--- src/rtl/branch_pred_table_if.sv ---
// Lookup/update port bundle for branch_pred_table.
// master = fetch/resolve side, slave = predictor table.
interface branch_pred_table_if #(
   parameter int unsigned PC_W  = 32,
   parameter int unsigned IDX_W = 6
);
   logic             lkp_valid;
   logic [PC_W-1:0]  lkp_pc;
   logic             pred_valid;
   logic             pred_taken;
   logic             pred_strong;
   logic [IDX_W-1:0] pred_hist;
   logic             upd_valid;
   logic [PC_W-1:0]  upd_pc;
   logic [IDX_W-1:0] upd_hist;
   logic             upd_taken;
   logic [IDX_W-1:0] ghr;

   modport master (
      output lkp_valid, lkp_pc, upd_valid, upd_pc, upd_hist, upd_taken,
      input  pred_valid, pred_taken, pred_strong, pred_hist, ghr
   );

   modport slave (
      input  lkp_valid, lkp_pc, upd_valid, upd_pc, upd_hist, upd_taken,
      output pred_valid, pred_taken, pred_strong, pred_hist, ghr
   );
endinterface

--- src/rtl/branch_pred_table.sv ---
// Branch-direction predictor: 2**IDX_W saturating counters, bimodal (MODE 0)
// or gshare (MODE 1) indexing, 1-cycle registered lookup, single update port.
module branch_pred_table #(
   parameter int unsigned PC_W  = 32,
   parameter int unsigned IDX_W = 6,
   parameter int unsigned CNT_W = 2,
   parameter int unsigned MODE  = 0
) (
   input logic               clk,
   input logic               rst,
   branch_pred_table_if.slave bp
);
   localparam int unsigned      Entries = 2 ** IDX_W;
   localparam logic [CNT_W-1:0] CntMax  = {CNT_W{1'b1}};
   localparam logic [CNT_W-1:0] CntInit = CNT_W'(1) << (CNT_W - 1);

   logic [CNT_W-1:0] r_cnt [Entries];
   logic [IDX_W-1:0] r_ghr;
   logic             r_pred_valid;
   logic             r_pred_taken;
   logic             r_pred_strong;
   logic [IDX_W-1:0] r_pred_hist;

   logic [IDX_W-1:0] w_lkp_hist;
   logic [IDX_W-1:0] w_upd_hist;
   logic [IDX_W-1:0] w_lkp_idx;
   logic [IDX_W-1:0] w_upd_idx;
   logic [CNT_W-1:0] w_lkp_cnt;
   logic [CNT_W-1:0] w_upd_cnt;
   logic [CNT_W-1:0] w_upd_cnt_nxt;
   logic [IDX_W-1:0] w_ghr_nxt;
   logic             w_unused;

   assign w_lkp_hist = (MODE == 1) ? r_ghr : '0;
   assign w_upd_hist = (MODE == 1) ? bp.upd_hist : '0;
   assign w_lkp_idx  = bp.lkp_pc[IDX_W+1:2] ^ w_lkp_hist;
   assign w_upd_idx  = bp.upd_pc[IDX_W+1:2] ^ w_upd_hist;
   assign w_lkp_cnt  = r_cnt[w_lkp_idx];
   assign w_upd_cnt  = r_cnt[w_upd_idx];

   // Shift form also covers IDX_W == 1, where the new history is just upd_taken.
   assign w_ghr_nxt = (MODE == 1) ? ((r_ghr << 1) | IDX_W'(bp.upd_taken)) : '0;

   always_comb begin
      w_upd_cnt_nxt = w_upd_cnt;
      if (bp.upd_taken) begin
         if (w_upd_cnt != CntMax) w_upd_cnt_nxt = w_upd_cnt + 1'b1;
      end else begin
         if (w_upd_cnt != '0) w_upd_cnt_nxt = w_upd_cnt - 1'b1;
      end
   end

   // Lookup reads the pre-edge array, so a same-index update is read-before-write.
   always_ff @(posedge clk) begin
      if (rst) begin
         for (int i = 0; i < int'(Entries); i++) r_cnt[i] <= CntInit;
         r_ghr         <= '0;
         r_pred_valid  <= 1'b0;
         r_pred_taken  <= 1'b0;
         r_pred_strong <= 1'b0;
         r_pred_hist   <= '0;
      end else begin
         r_pred_valid <= bp.lkp_valid;
         if (bp.lkp_valid) begin
            r_pred_taken  <= w_lkp_cnt[CNT_W-1];
            r_pred_strong <= (w_lkp_cnt == '0) || (w_lkp_cnt == CntMax);
            r_pred_hist   <= w_lkp_hist;
         end
         if (bp.upd_valid) begin
            r_cnt[w_upd_idx] <= w_upd_cnt_nxt;
            r_ghr            <= w_ghr_nxt;
         end
      end
   end

   assign bp.pred_valid  = r_pred_valid;
   assign bp.pred_taken  = r_pred_taken;
   assign bp.pred_strong = r_pred_strong;
   assign bp.pred_hist   = r_pred_hist;
   assign bp.ghr         = r_ghr;

   assign w_unused = ^{bp.lkp_pc[PC_W-1:IDX_W+2], bp.lkp_pc[1:0],
                       bp.upd_pc[PC_W-1:IDX_W+2], bp.upd_pc[1:0]};
endmodule

--- src/flat_wrapper.sv ---
// flat-port wrapper written by rule: the top's interface ports become plain ports
module branch_pred_table_flat 
#(
   parameter int unsigned PC_W  = 32,
   parameter int unsigned IDX_W = 6,
   parameter int unsigned CNT_W = 2,
   parameter int unsigned MODE  = 0
)
  (clk, rst, bp_lkp_valid, bp_lkp_pc, bp_upd_valid, bp_upd_pc, bp_upd_hist, bp_upd_taken, bp_pred_valid, bp_pred_taken, bp_pred_strong, bp_pred_hist, bp_ghr);
  branch_pred_table_if #(.PC_W(PC_W), .IDX_W(IDX_W)) bp_i ();
  input logic clk;
  input logic rst;
  input wire logic [$bits(bp_i.lkp_valid)-1:0] bp_lkp_valid;
  input wire logic [$bits(bp_i.lkp_pc)-1:0] bp_lkp_pc;
  input wire logic [$bits(bp_i.upd_valid)-1:0] bp_upd_valid;
  input wire logic [$bits(bp_i.upd_pc)-1:0] bp_upd_pc;
  input wire logic [$bits(bp_i.upd_hist)-1:0] bp_upd_hist;
  input wire logic [$bits(bp_i.upd_taken)-1:0] bp_upd_taken;
  output wire logic [$bits(bp_i.pred_valid)-1:0] bp_pred_valid;
  output wire logic [$bits(bp_i.pred_taken)-1:0] bp_pred_taken;
  output wire logic [$bits(bp_i.pred_strong)-1:0] bp_pred_strong;
  output wire logic [$bits(bp_i.pred_hist)-1:0] bp_pred_hist;
  output wire logic [$bits(bp_i.ghr)-1:0] bp_ghr;
  assign bp_i.lkp_valid = bp_lkp_valid;
  assign bp_i.lkp_pc = bp_lkp_pc;
  assign bp_i.upd_valid = bp_upd_valid;
  assign bp_i.upd_pc = bp_upd_pc;
  assign bp_i.upd_hist = bp_upd_hist;
  assign bp_i.upd_taken = bp_upd_taken;
  assign bp_pred_valid = bp_i.pred_valid;
  assign bp_pred_taken = bp_i.pred_taken;
  assign bp_pred_strong = bp_i.pred_strong;
  assign bp_pred_hist = bp_i.pred_hist;
  assign bp_ghr = bp_i.ghr;
  branch_pred_table #(.PC_W(PC_W), .IDX_W(IDX_W), .CNT_W(CNT_W), .MODE(MODE)) u_core (.clk(clk), .rst(rst), .bp(bp_i));
endmodule
--- config.mk ---
export PLATFORM = sky130hd
export DESIGN_NAME = branch_pred_table_flat
export DESIGN_NICKNAME = d
export VERILOG_FILES = /design/src/rtl/branch_pred_table_if.sv /design/src/rtl/branch_pred_table.sv /design/src/flat_wrapper.sv
export SDC_FILE = /design/constraint.sdc
export NUM_CORES = 1
export LEC_CHECK = 0
export CAP_MARGIN = 20
export CORE_AREA = 5 5 139 141
export CTS_CLUSTER_DIAMETER = 150
export DETAILED_ROUTE_END_ITERATION = 12
export DIE_AREA = 0 0 144 146
export PLACE_DENSITY = 0.68
export SKIP_LAST_GASP = 1
export SLEW_MARGIN = 5
export SYNTH_ARGS = -nofsm -noshare
export SYNTH_HDL_FRONTEND = slang
export SYNTH_SLANG_ARGS = --single-unit
--- constraint.sdc ---
create_clock -name clk -period 2.84 [get_ports clk]
set_clock_uncertainty 0.1 [all_clocks]
set_input_delay 0.426 -clock clk [delete_from_list [all_inputs] [get_ports clk]]
set_output_delay 0.426 -clock clk [all_outputs]
set_load 0.02 [all_outputs]
==> results of run 1 <==
## cells in the final DEF (no fill, tap or decap), drive strengths merged, types with 3 or more instances in the layout
| cell type | synthesis | routed |
|---|---|---|
| clkbuf | 43 | 17 |
| and3 | 3 | 3 |
| nor2b | 10 | 10 |
| a221o | 3 | 3 |
| mux2i | 30 | 30 |
| mux2 | 9 | 9 |
| nor3 | 55 | 55 |
| nand2 | 81 | 81 |
| buf | 46 | 128 |
| a221oi | 19 | 19 |
| nand4 | 6 | 6 |
| nand3b | 7 | 7 |
| inv | 3 | 4 |
| mux4 | 38 | 38 |
| conb | 1 | 12 |
| edfxtp | 128 | 128 |
| nor3b | 4 | 4 |
| and2 | 7 | 7 |
| o21ai | 54 | 54 |
| clkdlybuf4s50 | 0 | 14 |
| a21o | 3 | 3 |
| dfxtp | 3 | 3 |
| o22ai | 4 | 4 |
| clkinvlp | 0 | 4 |
| nor2 | 57 | 57 |
| a21oi | 10 | 10 |
| a22oi | 9 | 9 |
| nand3 | 43 | 43 |
| clkinv | 2 | 11 |
## state kept, by name, summed over array words and instances, names as in the netlist
name                   flops
u_core.bp.pred_strong      1
u_core.bp.pred_taken       1
u_core.r_cnt             128
u_core.bp.pred_valid       1
## through the flow
stage	hold slack (ns)	power (W)	std cells	instance area, µm²	utilization, %
global route	0.494	0.00525	1037	9700	54.3
global placement	0.449	0.00299	1001	8990	50.4
floorplan	0.410	0.00273	722	7960	-
finish	0.494	0.00509	1037	9700	54.3
detailed placement	0.491	0.00300	1001	8990	50.4
CTS	0.470	0.00512	1038	9670	54.2
## layout make-up
| class | instances | area, µm² | area share [%] |
|---|---|---|---|
| clock buffers | 17 | 425 | 4.39 |
| clock inverters | 15 | 118 | 1.21 |
| inverters | 5 | 18.8 | 0.194 |
| multi-input cells | 497 | 3610 | 37.2 |
| flip-flops and latches | 131 | 3900 | 40.3 |
| well taps | 229 | 287 | 2.96 |
| repair buffers | 143 | 1330 | 13.8 |
## worst paths after layout
kind | end | from | depth (start not counted) | slack (ns)
setup / recovery | u_core.r_cnt[27][0] | u_core.r_cnt[37][1] | 8 | -0.02
hold / removal | u_core.r_cnt[61][1] | bp_upd_pc[2] | 4 | 0.49
setup reg to reg | u_core.r_cnt[27][0] | u_core.r_cnt[37][1] | 8 | -0.02
hold reg to reg | u_core.bp.pred_strong | u_core.bp.pred_strong | 2 | 0.50
## kinds of logic after synthesis
group / Yosys count / synth area share, %
and+or+nand+nor: 285 / 17.7
buffers and inverters: 94 / 6.75
adders and majority gates: 2 / 0.253
AOI/OAI and AO/OA: 119 / 9.82
DFF: 131 / 49.3
other: 1 / 0.0474
muxes: 77 / 15.9
xor gates and xnor gates: 2 / 0.221
## power breakdown
group          switching, W  internal, W  total, W  leakage (nW)
sequential        0.0000288      0.00216   0.00219          1.13
clock              0.000861      0.00119   0.00205         0.257
combinational      0.000501     0.000355  0.000856          1.79
total               0.00139      0.00370   0.00509          3.18
## per-layer routing
| metal | wire, µm | up-vias | global-route usage (%) | part of all wire, % |
|---|---|---|---|---|
| met1 | 9470 | 3208 | 32.1 | 37 |
| met2 | 12300 | 448 | 39.4 | 49 |
| met5 | 0 | - | 0 | 0 |
| met3 | 2350 | 93 | 5.29 | 9.3 |
| met4 | 1150 | 0 | 12.5 | 4.6 |
| li1 | - | 2854 | - | - |
## timing repair
item / CTS / global route
buffers inserted: 2 / 1
endpoints found under the setup margin: 128 / 128
gates resized for setup: 13 / 14
pin swaps: 4 / 3
gates cloned: 3 / 0
hold endpoints to repair: 0 / 0
## critical path, stage by stage (launching register included)
cell	delay (ns)
edfxtp_1	0.44
mux4_2	0.49
mux2_4	0.29
nand2_1	0.08
nand4_1	0.15
nor4b_4	0.38
maj3_2	0.37
buf_12	0.22
nor3_1	0.06
==> results.json, run 1 <==
{
  "rows": 49,
  "wirelength_mm": 25.3,
  "synth_top_area_cell": "edfxtp_1",
  "dieArea_um2": 21000,
  "wl_per_cell_um": 24.4,
  "synth_cell_types": 59,
  "netlist_top_cells_count": "128 x edfxtp_1, 81 x nand2_1, 57 x nor2_1, 53 x o21ai_0, 46 x nor3_1",
  "hold_viol_final": 0,
  "grt_max_degree": 48,
  "antenna_cells": 0,
  "worstSkewPairLatency_ns": 0.44,
  "drtIter0Drc": 806,
  "syn_area_um2": 7920,
  "synth-main-ff-cell": "edfxtp_1",
  "dpl_worst_slack_ns": -0.724,
  "clockBufferDepth": 2,
  "crit_path_end_kind": "register",
  "syn_area_per_cell_um2": 11.1,
  "h-tree-depth": 4,
  "numCtsBuffers": 17,
  "grt_use_total_pct": 24.8,
  "place_congestion": 1.02,
  "drc_errors": 0,
  "violations": "setup timing",
  "ys_async_sr_fraction_pct": 0,
  "grt.overflow.total": 0,
  "tns_ns": -0.264,
  "num_vias": 6603,
  "ys_ff_latch": 131,
  "postCtsHoldBufs": 0,
  "fin_crit_sh_pct": 101,
  "grt_pass1_wl_mm": 39.2,
  "hpwl_mm": 18.2,
  "leakage_nw": 3.18,
  "fin_ws_ns": -0.0191,
  "io_buffer_count": 19,
  "root_buffer": "clkbuf_16",
  "ir_worst_vdd_mv": 0.406,
  "fin_crit_ns": 2.86,
  "synthToLayoutAreaGrowth_pct": 22.5,
  "tightestPinTransition_ns": 0.589,
  "synth-edff-count": 128,
  "crit_fanout": 25,
  "drive_gt1_share_pct": 29.2,
  "fmaxAchievable_ghz": 0.350,
  "synth_most_common_cell": "edfxtp_1",
  "fin_nets": 870,
  "cts_tree": "yes",
  "antenna_left": 0,
  "core_um2": 17800,
  "n_fill_cell": 1455,
  "run_status": "finished with violations",
  "initial_utilization_pct": 44.4,
  "die_w_um": 144,
  "synth_top_area_share_pct": 48.6,
  "cp-start-kind": "register",
  "path_clk_slew_ns": 0.06,
  "max_cap_viol_count": 0,
  "relSlewSlack_pct": 59.7,
  "first_global_vias": 6589,
  "die_h_um": 146,
  "synthTopCellsByArea": "edfxtp_1 49%, mux4_2 11%, nand2_1 3.8%",
  "io_pins": 90,
  "setup_viol_count_final": 30,
  "postSynthCellCount": 711,
  "arrival_ns": 2.94,
  "first_pass_iters": 7,
  "critical_path_class": "register to register",
  "rsz0062_at_grt": "yes",
  "hold_path.class": "input pin to register",
  "pwr_density_cell_nw_per_um2": 525,
  "worstPathRequired_ns": 2.92,
  "slew_viol_final": 0,
  "vias_per_cell": 6.37,
  "clock-sinks": 131,
  "antenna_found_initial": 0,
  "synth_warnings": 0,
  "ys_seq_area_share_pct": 49.3
}
(Power assumes the default switching activity.)
==> run 2, diff against run 1 <==
--- a/config.mk
+++ b/config.mk
@@ -7,10 +7,10 @@
 export LEC_CHECK = 0
 export CAP_MARGIN = 20
 export CORE_AREA = 5 5 139 141
-export CTS_CLUSTER_DIAMETER = 150
 export DETAILED_ROUTE_END_ITERATION = 12
 export DIE_AREA = 0 0 144 146
 export PLACE_DENSITY = 0.68
+export RECOVER_POWER = 100
 export SKIP_LAST_GASP = 1
 export SLEW_MARGIN = 5
 export SYNTH_ARGS = -nofsm -noshare
==> run 2 against run 1 <==
  * Combinational power fell by 4.8%
  * Routed wire length down 0.16%
  * Global-route usage is the same
  * Sequential cell count unchanged
  * Worst setup slack about the same
  * First-iteration DRC count increased by 6.5%
  * Sequential power hardly changed
  * Via count rose by 0.51%
  * The run still ends with setup timing left
  * Largest cell class unchanged
  * Sequential share of layout area increased by 0.64 points
==> results.json, run 2 (synthesis results as in run 1) <==
{
  "cts_tree": "yes",
  "final_common_cell": "edfxtp_1",
  "grt_use_total_pct": 24.8,
  "rows": 49,
  "ir_worst_vdd_mv": 0.410,
  "antenna_left": 0,
  "final_util_pct": 53.5,
  "tns_ns": -0.114,
  "pwr_density_cell_nw_per_um2": 530,
  "num_vias": 6637,
  "clock-sinks": 131,
  "die_h_um": 146,
  "setup_viol_count_final": 19,
  "postCtsHoldBufs": 0,
  "wirelength_mm": 25.2,
  "antenna_found_initial": 0,
  "initial_utilization_pct": 44.4,
  "reg2reg_from": "u_core.r_cnt[37][1]",
  "drtIter0Drc": 858,
  "crit_fanout": 25,
  "leakage_nw": 3.09,
  "core_um2": 17800,
  "dieArea_um2": 21000,
  "cp-start-kind": "register",
  "place_congestion": 1.02,
  "hold_path.class": "input pin to register",
  "vias_per_cell": 6.40,
  "top_register": "u_core.r_cnt",
  "root_buffer": "clkbuf_16",
  "io_buffer_count": 19,
  "final_cell_mix": "128 x edfxtp_1, 83 x buf_4, 81 x nand2_1",
  "critPathLaunch": "u_core.r_cnt[37][1]",
  "grt.overflow.total": 0,
  "min_from": "bp_upd_pc[2]",
  "io_pins": 90,
  "tightestPinTransition_ns": 0.893,
  "fin_crit_sh_pct": 101,
  "rsz0062_at_grt": "yes",
  "fmaxAchievable_ghz": 0.350,
  "arrival_ns": 2.93,
  "fin_ws_ns": -0.0188,
  "worstPathRequired_ns": 2.91,
  "fin_crit_ns": 2.86,
  "die_w_um": 144,
  "run_status": "finished with violations",
  "grt_max_degree": 48,
  "fin_nets": 870,
  "first_global_vias": 6589,
  "largest_reg_flops": 128,
  "crit_path_end_kind": "register",
  "hpwl_mm": 18.2,
  "critical_path_class": "register to register",
  "relSlewSlack_pct": 40.5,
  "n_fill_cell": 1486,
  "wl_per_cell_um": 24.3,
  "numCtsBuffers": 17,
  "drive_gt1_share_pct": 27.4,
  "hold_viol_final": 0,
  "antenna_cells": 0,
  "h-tree-depth": 4,
  "grt_pass1_wl_mm": 39.2,
  "clockBufferDepth": 2,
  "synthToLayoutAreaGrowth_pct": 20.6,
  "timing.hold.ws_ns": 0.481,
  "path_clk_slew_ns": 0.06,
  "dpl_worst_slack_ns": -0.724,
  "first_pass_iters": 8,
  "max_cap_viol_count": 0,
  "violations": "setup timing",
  "worstSkewPairLatency_ns": 0.44,
  "drc_errors": 0,
  "slew_viol_final": 0
}
==> run 2: changes by cell type in the layout (fill, tap and decap cells not counted), moves of 4 or more <==
cell             before  now
clkbuf_1              0   15
clkbuf_2              0    6
dlygate4sd3_1         0    4
buf_6                 3    8
buf_4               102   83
clkdlybuf4s50_1      14   10
buf_12               18   10
==> run 2: worst max-delay path, cell delays in order, from the launching register on <==
cell and delay (ns):
edfxtp_1 0.43, mux4_2 0.49, mux2_4 0.29, nand2_1 0.08, nand4_1 0.15, nor4b_4 0.38
maj3_2 0.37, buf_12 0.22, nor3_2 0.06
==> run 2: worst paths after layout <==
path / endpoint / slack [ns] / depth (start not counted)
setup / recovery: u_core.r_cnt[25][0] / -0.02 / 8
hold / removal: u_core.r_cnt[61][1] / 0.48 / 4
setup reg to reg: u_core.r_cnt[25][0] / -0.02 / 8
hold reg to reg: u_core.bp.pred_strong / 0.50 / 2
==> run 2: what timing repair did <==
action                     in CTS  in global routing
pin swaps                       4                  3
setup endpoints to repair     128                128
cloned                          3                  0
buffers inserted                2                  1
resized for setup              13                 14
==> run 2: layout make-up <==
class / count / area [µm²] / share of cell area [%]
flip-flops and latches: 131 / 3900 / 40.9
multi-input cells: 497 / 3610 / 37.8
repair buffers: 143 / 1180 / 12.4
clock buffers: 17 / 425 / 4.46
well taps: 229 / 287 / 3.00
clock inverters: 15 / 118 / 1.23
inverters: 5 / 18.8 / 0.197
==> run 2: layer usage <==
metal / up-vias / part of all wire, % / global-route usage, %
met3: 96 / 9.4 / 5.29
met5: - / 0 / 0
met4: 0 / 4.5 / 12.5
met2: 443 / 49 / 39.4
met1: 3241 / 37 / 32.1
li1: 2857 / - / -
==> run 2: per-stage QoR <==
stage                     cells  total power (W)  instance area, µm²
after global placement     1001          0.00299                8990
after CTS                  1038          0.00512                9670
after detailed placement   1001          0.00300                8990
after global routing       1037          0.00520                9540
after floorplan             722          0.00273                7960
final                      1037          0.00505                9540
==> run 2: report_power, final <==
part / total (W) / leakage [nW] / switching, W / internal, W
logic: 0.000815 / 1.71 / 0.000496 / 0.000319
registers: 0.00219 / 1.13 / 0.0000288 / 0.00216
clock network: 0.00205 / 0.257 / 0.000863 / 0.00119
total: 0.00505 / 3.09 / 0.00139 / 0.00367
